File: src/rtl/bram2_addr_seq_l9_pkg.sv
`default_nettype none
// ============================================================================
//  Module   : l9_seq_pkg
//  Brief    : Shared constants and state type for the layer-9 BRAM2
//             access sequencer.
//  Revision : 1.0  initial release
// ============================================================================
package l9_seq_pkg;

    // Phase codes presented on the u output
    localparam logic [2:0] U_IDLE = 3'd3;
    localparam logic [2:0] U_FILL = 3'd2;
    localparam logic [2:0] U_CONV = 3'd4;
    localparam logic [2:0] U_WB   = 3'd5;

    // Write-back slot sequence starts at 2 and ends at 1 (mod-8 walk)
    localparam logic [2:0] Z_FIRST = 3'd2;
    localparam logic [2:0] Z_LAST  = 3'd1;

    // Default geometry
    localparam int DEF_XY_MAX = 7;
    localparam int DEF_J_MAX  = 3;

    typedef enum logic [2:0] {
        S_IDLE = 3'd0,
        S_FILL = 3'd1,
        S_CONV = 3'd2,
        S_WB   = 3'd3,
        S_DONE = 3'd4
    } l9_state_t;

endpackage
`default_nettype wire

File: src/rtl/bram2_addr_seq_l9_wrap_cnt.sv
`default_nettype none
// ============================================================================
//  Module   : l9_wrap_cnt
//  Brief    : Enable/clear/load counter that wraps LAST -> FIRST and flags
//             when it sits on LAST. Clear returns to zero (idle value),
//             load returns to FIRST (first value of an active walk).
//  Revision : 1.0  initial release
// ============================================================================
module l9_wrap_cnt #(
    parameter int WIDTH = 4,
    parameter int FIRST = 0,
    parameter int LAST  = 7
) (
    input  wire logic             clk,
    input  wire logic             rst,
    input  wire logic             i_clr,
    input  wire logic             i_load,
    input  wire logic             i_en,
    output logic      [WIDTH-1:0] o_cnt,
    output logic                  o_last
);

    localparam logic [WIDTH-1:0] C_FIRST = WIDTH'(FIRST);
    localparam logic [WIDTH-1:0] C_LAST  = WIDTH'(LAST);
    localparam logic [WIDTH-1:0] C_ONE   = WIDTH'(1);

    logic [WIDTH-1:0] r_cnt;

    // Counter register: clear beats load beats increment; compare-equal wrap
    always_ff @(posedge clk) begin
        if (rst) begin
            r_cnt <= '0;
        end else if (i_clr) begin
            r_cnt <= '0;
        end else if (i_load) begin
            r_cnt <= C_FIRST;
        end else if (i_en) begin
            if (r_cnt == C_LAST) begin
                r_cnt <= C_FIRST;
            end else begin
                r_cnt <= r_cnt + C_ONE;
            end
        end
    end

    assign o_cnt  = r_cnt;
    assign o_last = (r_cnt == C_LAST);

endmodule
`default_nettype wire

File: src/rtl/bram2_addr_seq_l9.sv
`default_nettype none
// ============================================================================
//  Module   : bram2_addr_seq_l9
//  Brief    : Layer-9 BRAM2 access sequencer. Walks FILL, CONV and WB
//             phases after start and emits the registered coordinate/phase
//             stream for the combinational BRAM2 address generator.
//             A presented access (addr_valid=1) is always consumed at the
//             next edge; stall suppresses issue of the following access,
//             which stays frozen on the outputs until stall drops.
//  Revision : 1.0  initial release
// ============================================================================
module bram2_addr_seq_l9
    import l9_seq_pkg::*;
#(
    parameter int XY_MAX = DEF_XY_MAX,
    parameter int J_MAX  = DEF_J_MAX
) (
    input  wire logic       clk,
    input  wire logic       rst,
    input  wire logic       start,
    input  wire logic       stall,
    output logic      [3:0] x,
    output logic      [3:0] y,
    output logic      [1:0] L,
    output logic      [1:0] j,
    output logic      [2:0] u,
    output logic      [2:0] z,
    output logic      [3:0] x_Reg5,
    output logic      [3:0] y_Reg5,
    output logic            addr_valid,
    output logic            busy,
    output logic            done
);

    l9_state_t  r_state;
    logic [2:0] r_u;
    logic [2:0] r_z;
    logic       r_addr_valid;
    logic       r_busy;
    logic       r_done;

    logic [3:0] w_x, w_y, w_xr, w_yr;
    logic [1:0] w_l, w_j;
    logic       w_x_last, w_y_last, w_l_last, w_j_last, w_xr_last, w_yr_last;

    logic w_x_en, w_y_en, w_l_en, w_j_en, w_xr_en, w_yr_en;
    logic w_x_clr, w_y_clr, w_l_clr, w_j_clr, w_xr_clr, w_yr_clr;
    logic w_j_load;

    // The access on the outputs is taken at the next edge whenever it is valid
    logic w_adv;
    logic w_z_last;
    logic w_fill_last;
    logic w_conv_last;
    logic w_wb_last;

    assign w_adv       = r_addr_valid;
    assign w_z_last    = (r_z == Z_LAST);
    assign w_fill_last = w_l_last & w_x_last & w_y_last;
    assign w_conv_last = w_fill_last & w_j_last;
    assign w_wb_last   = w_xr_last & w_yr_last & w_z_last;

    // Counter controls: nested walk order per phase, clears at phase exits
    always_comb begin
        w_x_en   = 1'b0;
        w_y_en   = 1'b0;
        w_l_en   = 1'b0;
        w_j_en   = 1'b0;
        w_xr_en  = 1'b0;
        w_yr_en  = 1'b0;
        w_x_clr  = 1'b0;
        w_y_clr  = 1'b0;
        w_l_clr  = 1'b0;
        w_j_clr  = 1'b0;
        w_xr_clr = 1'b0;
        w_yr_clr = 1'b0;
        w_j_load = 1'b0;
        case (r_state)
            S_FILL: begin
                if (w_adv) begin
                    if (w_fill_last) begin
                        w_x_clr  = 1'b1;
                        w_y_clr  = 1'b1;
                        w_l_clr  = 1'b1;
                        w_j_load = 1'b1;
                    end else begin
                        w_y_en = 1'b1;
                        w_x_en = w_y_last;
                        w_l_en = w_y_last & w_x_last;
                    end
                end
            end
            S_CONV: begin
                if (w_adv) begin
                    if (w_conv_last) begin
                        w_x_clr = 1'b1;
                        w_y_clr = 1'b1;
                        w_l_clr = 1'b1;
                        w_j_clr = 1'b1;
                    end else begin
                        w_j_en = 1'b1;
                        w_y_en = w_j_last;
                        w_x_en = w_j_last & w_y_last;
                        w_l_en = w_j_last & w_y_last & w_x_last;
                    end
                end
            end
            S_WB: begin
                if (w_adv) begin
                    if (w_wb_last) begin
                        w_xr_clr = 1'b1;
                        w_yr_clr = 1'b1;
                    end else begin
                        w_yr_en = w_z_last;
                        w_xr_en = w_z_last & w_yr_last;
                    end
                end
            end
            default: begin
            end
        endcase
    end

    l9_wrap_cnt #(.WIDTH(4), .FIRST(0), .LAST(XY_MAX)) u_x_cnt (
        .clk(clk), .rst(rst), .i_clr(w_x_clr), .i_load(1'b0), .i_en(w_x_en),
        .o_cnt(w_x), .o_last(w_x_last)
    );

    l9_wrap_cnt #(.WIDTH(4), .FIRST(0), .LAST(XY_MAX)) u_y_cnt (
        .clk(clk), .rst(rst), .i_clr(w_y_clr), .i_load(1'b0), .i_en(w_y_en),
        .o_cnt(w_y), .o_last(w_y_last)
    );

    l9_wrap_cnt #(.WIDTH(2), .FIRST(0), .LAST(3)) u_l_cnt (
        .clk(clk), .rst(rst), .i_clr(w_l_clr), .i_load(1'b0), .i_en(w_l_en),
        .o_cnt(w_l), .o_last(w_l_last)
    );

    l9_wrap_cnt #(.WIDTH(2), .FIRST(1), .LAST(J_MAX)) u_j_cnt (
        .clk(clk), .rst(rst), .i_clr(w_j_clr), .i_load(w_j_load), .i_en(w_j_en),
        .o_cnt(w_j), .o_last(w_j_last)
    );

    l9_wrap_cnt #(.WIDTH(4), .FIRST(0), .LAST(XY_MAX)) u_xr_cnt (
        .clk(clk), .rst(rst), .i_clr(w_xr_clr), .i_load(1'b0), .i_en(w_xr_en),
        .o_cnt(w_xr), .o_last(w_xr_last)
    );

    l9_wrap_cnt #(.WIDTH(4), .FIRST(0), .LAST(XY_MAX)) u_yr_cnt (
        .clk(clk), .rst(rst), .i_clr(w_yr_clr), .i_load(1'b0), .i_en(w_yr_en),
        .o_cnt(w_yr), .o_last(w_yr_last)
    );

    // Phase FSM with registered phase code, flags and write-back slot z
    always_ff @(posedge clk) begin
        if (rst) begin
            r_state      <= S_IDLE;
            r_u          <= U_IDLE;
            r_z          <= 3'd0;
            r_addr_valid <= 1'b0;
            r_busy       <= 1'b0;
            r_done       <= 1'b0;
        end else begin
            case (r_state)
                S_IDLE: begin
                    if (start) begin
                        r_state      <= S_FILL;
                        r_u          <= U_FILL;
                        r_addr_valid <= 1'b1;
                        r_busy       <= 1'b1;
                    end
                end
                S_FILL: begin
                    r_addr_valid <= ~stall;
                    if (w_adv && w_fill_last) begin
                        r_state <= S_CONV;
                        r_u     <= U_CONV;
                    end
                end
                S_CONV: begin
                    r_addr_valid <= ~stall;
                    if (w_adv && w_conv_last) begin
                        r_state <= S_WB;
                        r_u     <= U_WB;
                        r_z     <= Z_FIRST;
                    end
                end
                S_WB: begin
                    if (w_adv && w_wb_last) begin
                        r_state      <= S_DONE;
                        r_u          <= U_IDLE;
                        r_z          <= 3'd0;
                        r_addr_valid <= 1'b0;
                        r_done       <= 1'b1;
                    end else begin
                        r_addr_valid <= ~stall;
                        if (w_adv) begin
                            r_z <= r_z + 3'd1;
                        end
                    end
                end
                S_DONE: begin
                    r_state <= S_IDLE;
                    r_busy  <= 1'b0;
                    r_done  <= 1'b0;
                end
                default: begin
                    r_state      <= S_IDLE;
                    r_u          <= U_IDLE;
                    r_z          <= 3'd0;
                    r_addr_valid <= 1'b0;
                    r_busy       <= 1'b0;
                    r_done       <= 1'b0;
                end
            endcase
        end
    end

    assign x          = w_x;
    assign y          = w_y;
    assign L          = w_l;
    assign j          = w_j;
    assign u          = r_u;
    assign z          = r_z;
    assign x_Reg5     = w_xr;
    assign y_Reg5     = w_yr;
    assign addr_valid = r_addr_valid;
    assign busy       = r_busy;
    assign done       = r_done;

endmodule
`default_nettype wire

File: config.mk
export PLATFORM = sky130hd
export DESIGN_NAME = bram2_addr_seq_l9
export DESIGN_NICKNAME = d
export VERILOG_FILES = /design/src/rtl/bram2_addr_seq_l9_pkg.sv /design/src/rtl/bram2_addr_seq_l9_wrap_cnt.sv /design/src/rtl/bram2_addr_seq_l9.sv
export SDC_FILE = /design/constraint.sdc
export NUM_CORES = 1
export LEC_CHECK = 0
export ABC_AREA = 1
export BUFFER_PORTS_ARGS = -buffer_cell sky130_fd_sc_hd__buf_2
export CORE_ASPECT_RATIO = 1.2
export CORE_MARGIN = 10
export CORE_UTILIZATION = 34
export DETAILED_ROUTE_END_ITERATION = 16
export SKIP_LAST_GASP = 1
export SYNTH_ARGS = -nofsm -noshare
export SYNTH_HDL_FRONTEND = slang
export SYNTH_SLANG_ARGS = --single-unit
File: constraint.sdc
create_clock -name clk -period 1.9 [get_ports clk]
set_input_delay 0.19 -clock clk [delete_from_list [all_inputs] [get_ports clk]]
set_output_delay 0.19 -clock clk [all_outputs]
set_load 0.005 [all_outputs]
### Word level (Yosys, flattened, before mapping)

Index checks and enable logic that the tools add are counted.

| storage, ports and cells | value |
|---|---|
| register bits | 32 |
| bits of input ports | 4 |
| output and inout port bits | 29 |
| word-level logic and storage cells | 131 |

| cells by class | value |
|---|---|
| add/subtract/negate cells | 7 |
| equality and inequality tests | 16 |
| mux-type cells | 62 |
| bitwise gates (word level) | 14 |
| reductions and logical operators | 19 |

Operators with widths:

| cell | count |
|---|---|
| $mux 1 | 35 |
| $mux 3 | 11 |
| $add 4x1->4 const B | 4 |
| $eq 4x3->1 const B | 4 |
| $mux 4 | 4 |
| $pmux 3 s5 | 1 |
| $pmux 1 s2 | 6 |
| $pmux 3 s4 | 1 |
| $reduce_or 3->1 | 4 |
| $and 1x1->1 | 9 |
| $pmux 3 s3 | 1 |
| $ne 2x2->1 const B | 4 |
| $reduce_or 2->1 | 4 |
| $eq 3x1->1 const B | 2 |
| $eq 3x2->1 const B | 2 |
| $reduce_and 2->1 | 3 |
| $not 1->1 | 5 |
| $reduce_and 5->1 | 1 |
| $add 2x1->2 const B | 2 |
| $eq 2x2->1 const B | 2 |
| $mux 2 | 2 |
| $pmux 1 s4 | 1 |
| $reduce_and 4->1 | 1 |
| $add 3x1->3 const B | 1 |
| 6 further kinds | 8 |

### Depth between registers and ports, before layout

| logic depth | value |
|---|---|
| depth after elaboration | 9 |
| mapped depth | 11 |
| mapped depth without buffers | 11 |

### Hierarchy

A second synthesis with hierarchy kept.

| second synthesis, totals | value |
|---|---|
| cell total of the unflattened synthesis | 272 |
| area total of the unflattened synthesis | 1784.2 µm² |

Modules (own cells, without submodules):

| module | instances | cells an instance | area each (µm²) | seq. area each (µm²) |
|---|---|---|---|---|
| l9_wrap_cnt (u_x_cnt ...) | 4 | 31 | 202.7 | 80.1 |
| bram2_addr_seq_l9 | 1 | 113 | 742.0 | 240.2 |
| l9_wrap_cnt (u_j_cnt) | 1 | 18 | 122.6 | 40.0 |
| l9_wrap_cnt (u_l_cnt) | 1 | 17 | 108.9 | 40.0 |

### Least setup slack after synthesis

OpenSTA, ideal clock, no wires.

| timing | value |
|---|---|
| kind | register to register |
| start | register u_x_cnt.r_cnt[0], in the netlist u_x_cnt.o_cnt[0] |
| end | register u_x_cnt.r_cnt[1], in the netlist u_x_cnt.o_cnt[1] |
| setup time | 0.116 ns |
| data arrival time | 1.380 ns |
| required time | 1.784 ns |
| path slack | 0.405 ns |
| stages on the path, launching flop included | 9 |
| buffers on the path | 0 |
| clock period less this slack | 1.495 ns |
| cell sequence | dfxtp_1 ha_1 nand4_4 nor2_4 nand4_1 nand3_2 inv_2 o21ai_0 nor2_1 |

| on the way | value |
|---|---|
| longest elaborated chain between the ends | 8 |
| elaborated cells between the ends (all ways) | 17 |
| classes of those cells | add/sub (1); eq/ne (1); mux (11); bitwise (3); reduce/logical (1) |

RTL lines:

| element | RTL line | source |
|---|---|---|
| start: declaration | bram2_addr_seq_l9_wrap_cnt.sv:27 | `logic [WIDTH-1:0] r_cnt;` |
| start signal: assignment | bram2_addr_seq_l9_wrap_cnt.sv:41 | `r_cnt <= r_cnt + C_ONE;` |
| $eq 4x3->1 | bram2_addr_seq_l9_wrap_cnt.sv:38, bram2_addr_seq_l9_wrap_cnt.sv:47 |  |
| $and 1x1->1 (2 in series) | bram2_addr_seq_l9.sv:59 | `assign w_fill_last = w_l_last & w_x_last & w_y_last;` |
| $and 1x1->1 | bram2_addr_seq_l9.sv:60 | `assign w_conv_last = w_fill_last & w_j_last;` |
| $mux 1 | bram2_addr_seq_l9.sv:95 | `if (w_conv_last) begin` |
| $mux 1 | bram2_addr_seq_l9.sv:94 | `if (w_adv) begin` |
| $pmux 1 s2 | bram2_addr_seq_l9.sv:78 | `case (r_state)` |
| $reduce_or 2->1 (no source line) | - |  |

Several ways; a longest one is shown, not always the timed one.
A chain may end at the register's enable or synchronous reset.

### Worst setup path after layout

| timing | value |
|---|---|
| start | register u_yr_cnt.r_cnt[0], in the netlist u_yr_cnt.o_cnt[0] |
| end | register r_u[0], in the netlist u[0] |

| on the way | value |
|---|---|
| longest elaborated chain between the ends | 6 |

RTL lines:

| element | RTL line | source |
|---|---|---|
| start: declaration | bram2_addr_seq_l9_wrap_cnt.sv:27 |  |
| start signal: assignment | bram2_addr_seq_l9_wrap_cnt.sv:41 |  |
| $eq 4x3->1 | bram2_addr_seq_l9_wrap_cnt.sv:47 | `assign o_last = (r_cnt == C_LAST);` |
| $and 1x1->1 (2 in series) | bram2_addr_seq_l9.sv:61 | `assign w_wb_last = w_xr_last & w_yr_last & w_z_last;` |
| $logic_and 1x1->1 | bram2_addr_seq_l9.sv:189 | `if (w_adv && w_wb_last) begin` |
| $ne 2x2->1 (no source line) | - |  |
| $reduce_and 5->1 (no source line) | - |  |
| end signal: assignment | bram2_addr_seq_l9.sv:184 | `r_u <= U_WB;` |
| end signal: assignment | bram2_addr_seq_l9.sv:191 | `r_u <= U_IDLE;` |
| end signal: assignment | bram2_addr_seq_l9.sv:209 | `r_u <= U_IDLE;` |
| end: declaration | bram2_addr_seq_l9.sv:36 | `logic [2:0] r_u;` |

Every way passes these cells.

==> flow_metrics.py <==
metrics = {
    "outcome": {
        "status": "finished clean",
    },
    "logic_synthesis": {
        "yosysUniqueCellTypes": 29,
        "ys.flop_type": "dfxtp_1",
        "synth_area_per_cell_um2": 7.29,
        "yosysTopAreaCellShare_pct": 35.3,
        "synthArstFlopShare_pct": 0,
        "synth-edff-count": 0,
        "synthMostInstantiatedCell": "nand2_1",
        "synth_cells": 249,
        "synth_common_cells": "nand2_1 (54), dfxtp_1 (32), inv_1 (31)",
        "synth_area_mm2": 0.00182,
        "yosysSeqAreaShare_pct": 35.3,
        "yosys_register_bits": 32,
        "yosysTopAreaCell": "dfxtp_1",
        "ys_warn_count": 0,
        "synth.net_count": 262,
        "synth_area_leaders": "dfxtp_1 (35%), nand2_1 (11%), inv_1 (6.4%)",
    },
    "floorplan": {
        "die_h_um": 100,
        "core-area_mm2": 0.00523,
        "ios": 33,
        "start_util_pct": 34.7,
        "core.rowCount": 29,
        "dieArea_mm2": 0.00867,
        "die_w_um": 86.7,
    },
    "finish": {
        "fin_cells": 352,
        "syn_to_final_growth_pct": 18.7,
        "num_antenna_cells": 0,
        "layout-drive-gt1-share_pct": 27.2,
        "finalNetCount": 302,
    },
    "worst_setup_path": {
        "arrival_ps": 1890,
        "start_kind": "flop",
        "path_class": "flop to flop",
        "cp.required_ps": 2090,
        "critPathMaxFanout": 4,
        "endpoint_kind": "flop",
        "rrSetupSlack_ps": 210,
    },
    "routing": {
        "vias": 1674,
        "drt_pre_antenna_iters": 4,
        "drt-initial-drc-count": 60,
        "wire_per_inst_um": 11.8,
        "via_per_inst": 4.76,
        "postRouteAntennaNets": 0,
        "wl_mm": 4.16,
        "drc_errors": 0,
    },
    "clock_tree": {
        "insertion_delay_ps": 290,
        "clk_pin_slew_worst_paths_ps": 70,
        "numCtsBuffers": 5,
        "ctsResizeCount": 0,
        "clock-sinks": 32,
        "postCtsSetupRepairBufs": 0,
        "htreeDepth": 2,
        "cts_root_buf": "clkbuf_8",
        "hold_buffers": 0,
        "clk_path_buf_depth": 2,
        "cts_tree": "yes",
    },
    "global_route": {
        "overflow": 0,
        "antenna_found_initial": 0,
        "grt_max_degree": 11,
        "grt_pass1_wl_mm": 7.03,
        "grtUsageTotal_pct": 9.80,
        "grt_pass1_vias": 1590,
    },
    "sta": {
        "hold_violations": 0,
        "period_minus_slack_ps": 1690,
        "slew_headroom_pct": 74.1,
        "tightest_slew_ps": 386,
        "worst_slack_ps": 205,
        "setup_tns_ps": 0,
        "finalMaxSlewViolations": 0,
        "rsz0062_at_grt": "false",
        "setup_viol": 0,
        "holdWs_ps": 145,
        "final.setup_skew_ps": 6.17,
        "fmax_mhz": 590,
        "fin_crit_sh_pct": 89.2,
    },
    "placed_design": {
        "port_buffers": 32,
        "dpl.cell_count": 344,
        "hpwl_mm": 3.31,
        "place_ws_ps": 212,
        "place_congestion": 0.801,
    },
    "power_and_ir_drop": {
        "power.density_mw_per_mm2": 986,
        "max-vdd-ir-drop_mv": 0.617,
        "leakage_uw": 0.00102,
    },
    "worst_hold_path": {
        "hold_path_class": "input pin to flop",
    },
    "job": {
        "max_cap_viol_count": 0,
    },
}
[routing by layer]
metal | global-route usage [%] | vias up | share of wire, %
li1 | - | 881 | -
met1 | 10.7 | 747 | 45
met2 | 16.4 | 38 | 48
met3 | 2.67 | 8 | 4.3
met4 | 5.87 | 0 | 2.6
met5 | 0 | - | 0
[cells by family (layout without fill, tap and decap cells)]
| logic type | count (synthesis) | count (layout) | synth area share, % |
|---|---|---|---|
| xor gates and xnor gates | 5 | 5 | 2.41 |
| and+or+nand+nor | 134 | 134 | 38.8 |
| AOI/OAI and AO/OA | 33 | 33 | 9.72 |
| buffers and inverters | 36 | 77 | 7.58 |
| adders and majority gates | 9 | 9 | 6.20 |
| DFF | 32 | 32 | 35.3 |
[worst paths after layout]
check	startpoint	end	cells after the start
worst min-delay path	rst	done	2
worst max-delay path	u_yr_cnt.o_cnt[0]	u[0]	10
worst min register to register	u[2]	u[2]	2
worst max register to register	u_yr_cnt.o_cnt[0]	u[0]	10
[area by class of cell]
class | instances | area, um2
multi-input combinational | 181 | 1040
clock buffer | 6 | 82.6
clock inverter | 2 | 10.0
timing repair buffer | 34 | 175
tap | 62 | 77.6
fill | 595 | 3070
sequential | 32 | 641
inverter | 35 | 133
[registers in the layout (all words and copies together) (netlist names)]
name	count
addr_valid	1
busy	1
done	1
r_state	3
u	3
u_j_cnt.o_cnt	2
u_l_cnt.o_cnt	2
u_x_cnt.o_cnt	4
u_xr_cnt.o_cnt	4
u_y_cnt.o_cnt	4
u_yr_cnt.o_cnt	4
z	3
[critical path, cell delays in order, from the launching register on]
cell and delay [ps]:
dfxtp_1 390, ha_1 240, nand2_1 80, nor2_2 120, nand3_1 160, nand2_2 140
nand2_1 70, nor2_2 120, nand3_1 130, nand2_1 100, nand2_1 50
[metrics by stage]
stage	utilization [%]	cell area [um2]	total power (uW)
after floorplan	-	1820	1380
after CTS	41.3	2160	2160
after detailed placement	39.5	2060	1600
after global placement	39.5	2060	1600
final	41.3	2160	2130
after global routing	41.3	2160	2290
[layout by cell type, fill, tap and decap left out, types with 8 or more instances in the layout]
master	n
nand3_1	14
o21ai_0	8
dfxtp_1	32
ha_1	9
inv_1	31
nor3_1	8
buf_2	32
nand2_1	54
nor2_1	19
a21oi_1	21
[power by group]
group / leakage [uW] / switching (uW) / internal [uW] / total [uW]
clock: 0.0000510 / 263 / 289 / 552
combinational: 0.000709 / 448 / 265 / 713
sequential: 0.000260 / 96.5 / 765 / 862
(Power assumes the default switching activity.)
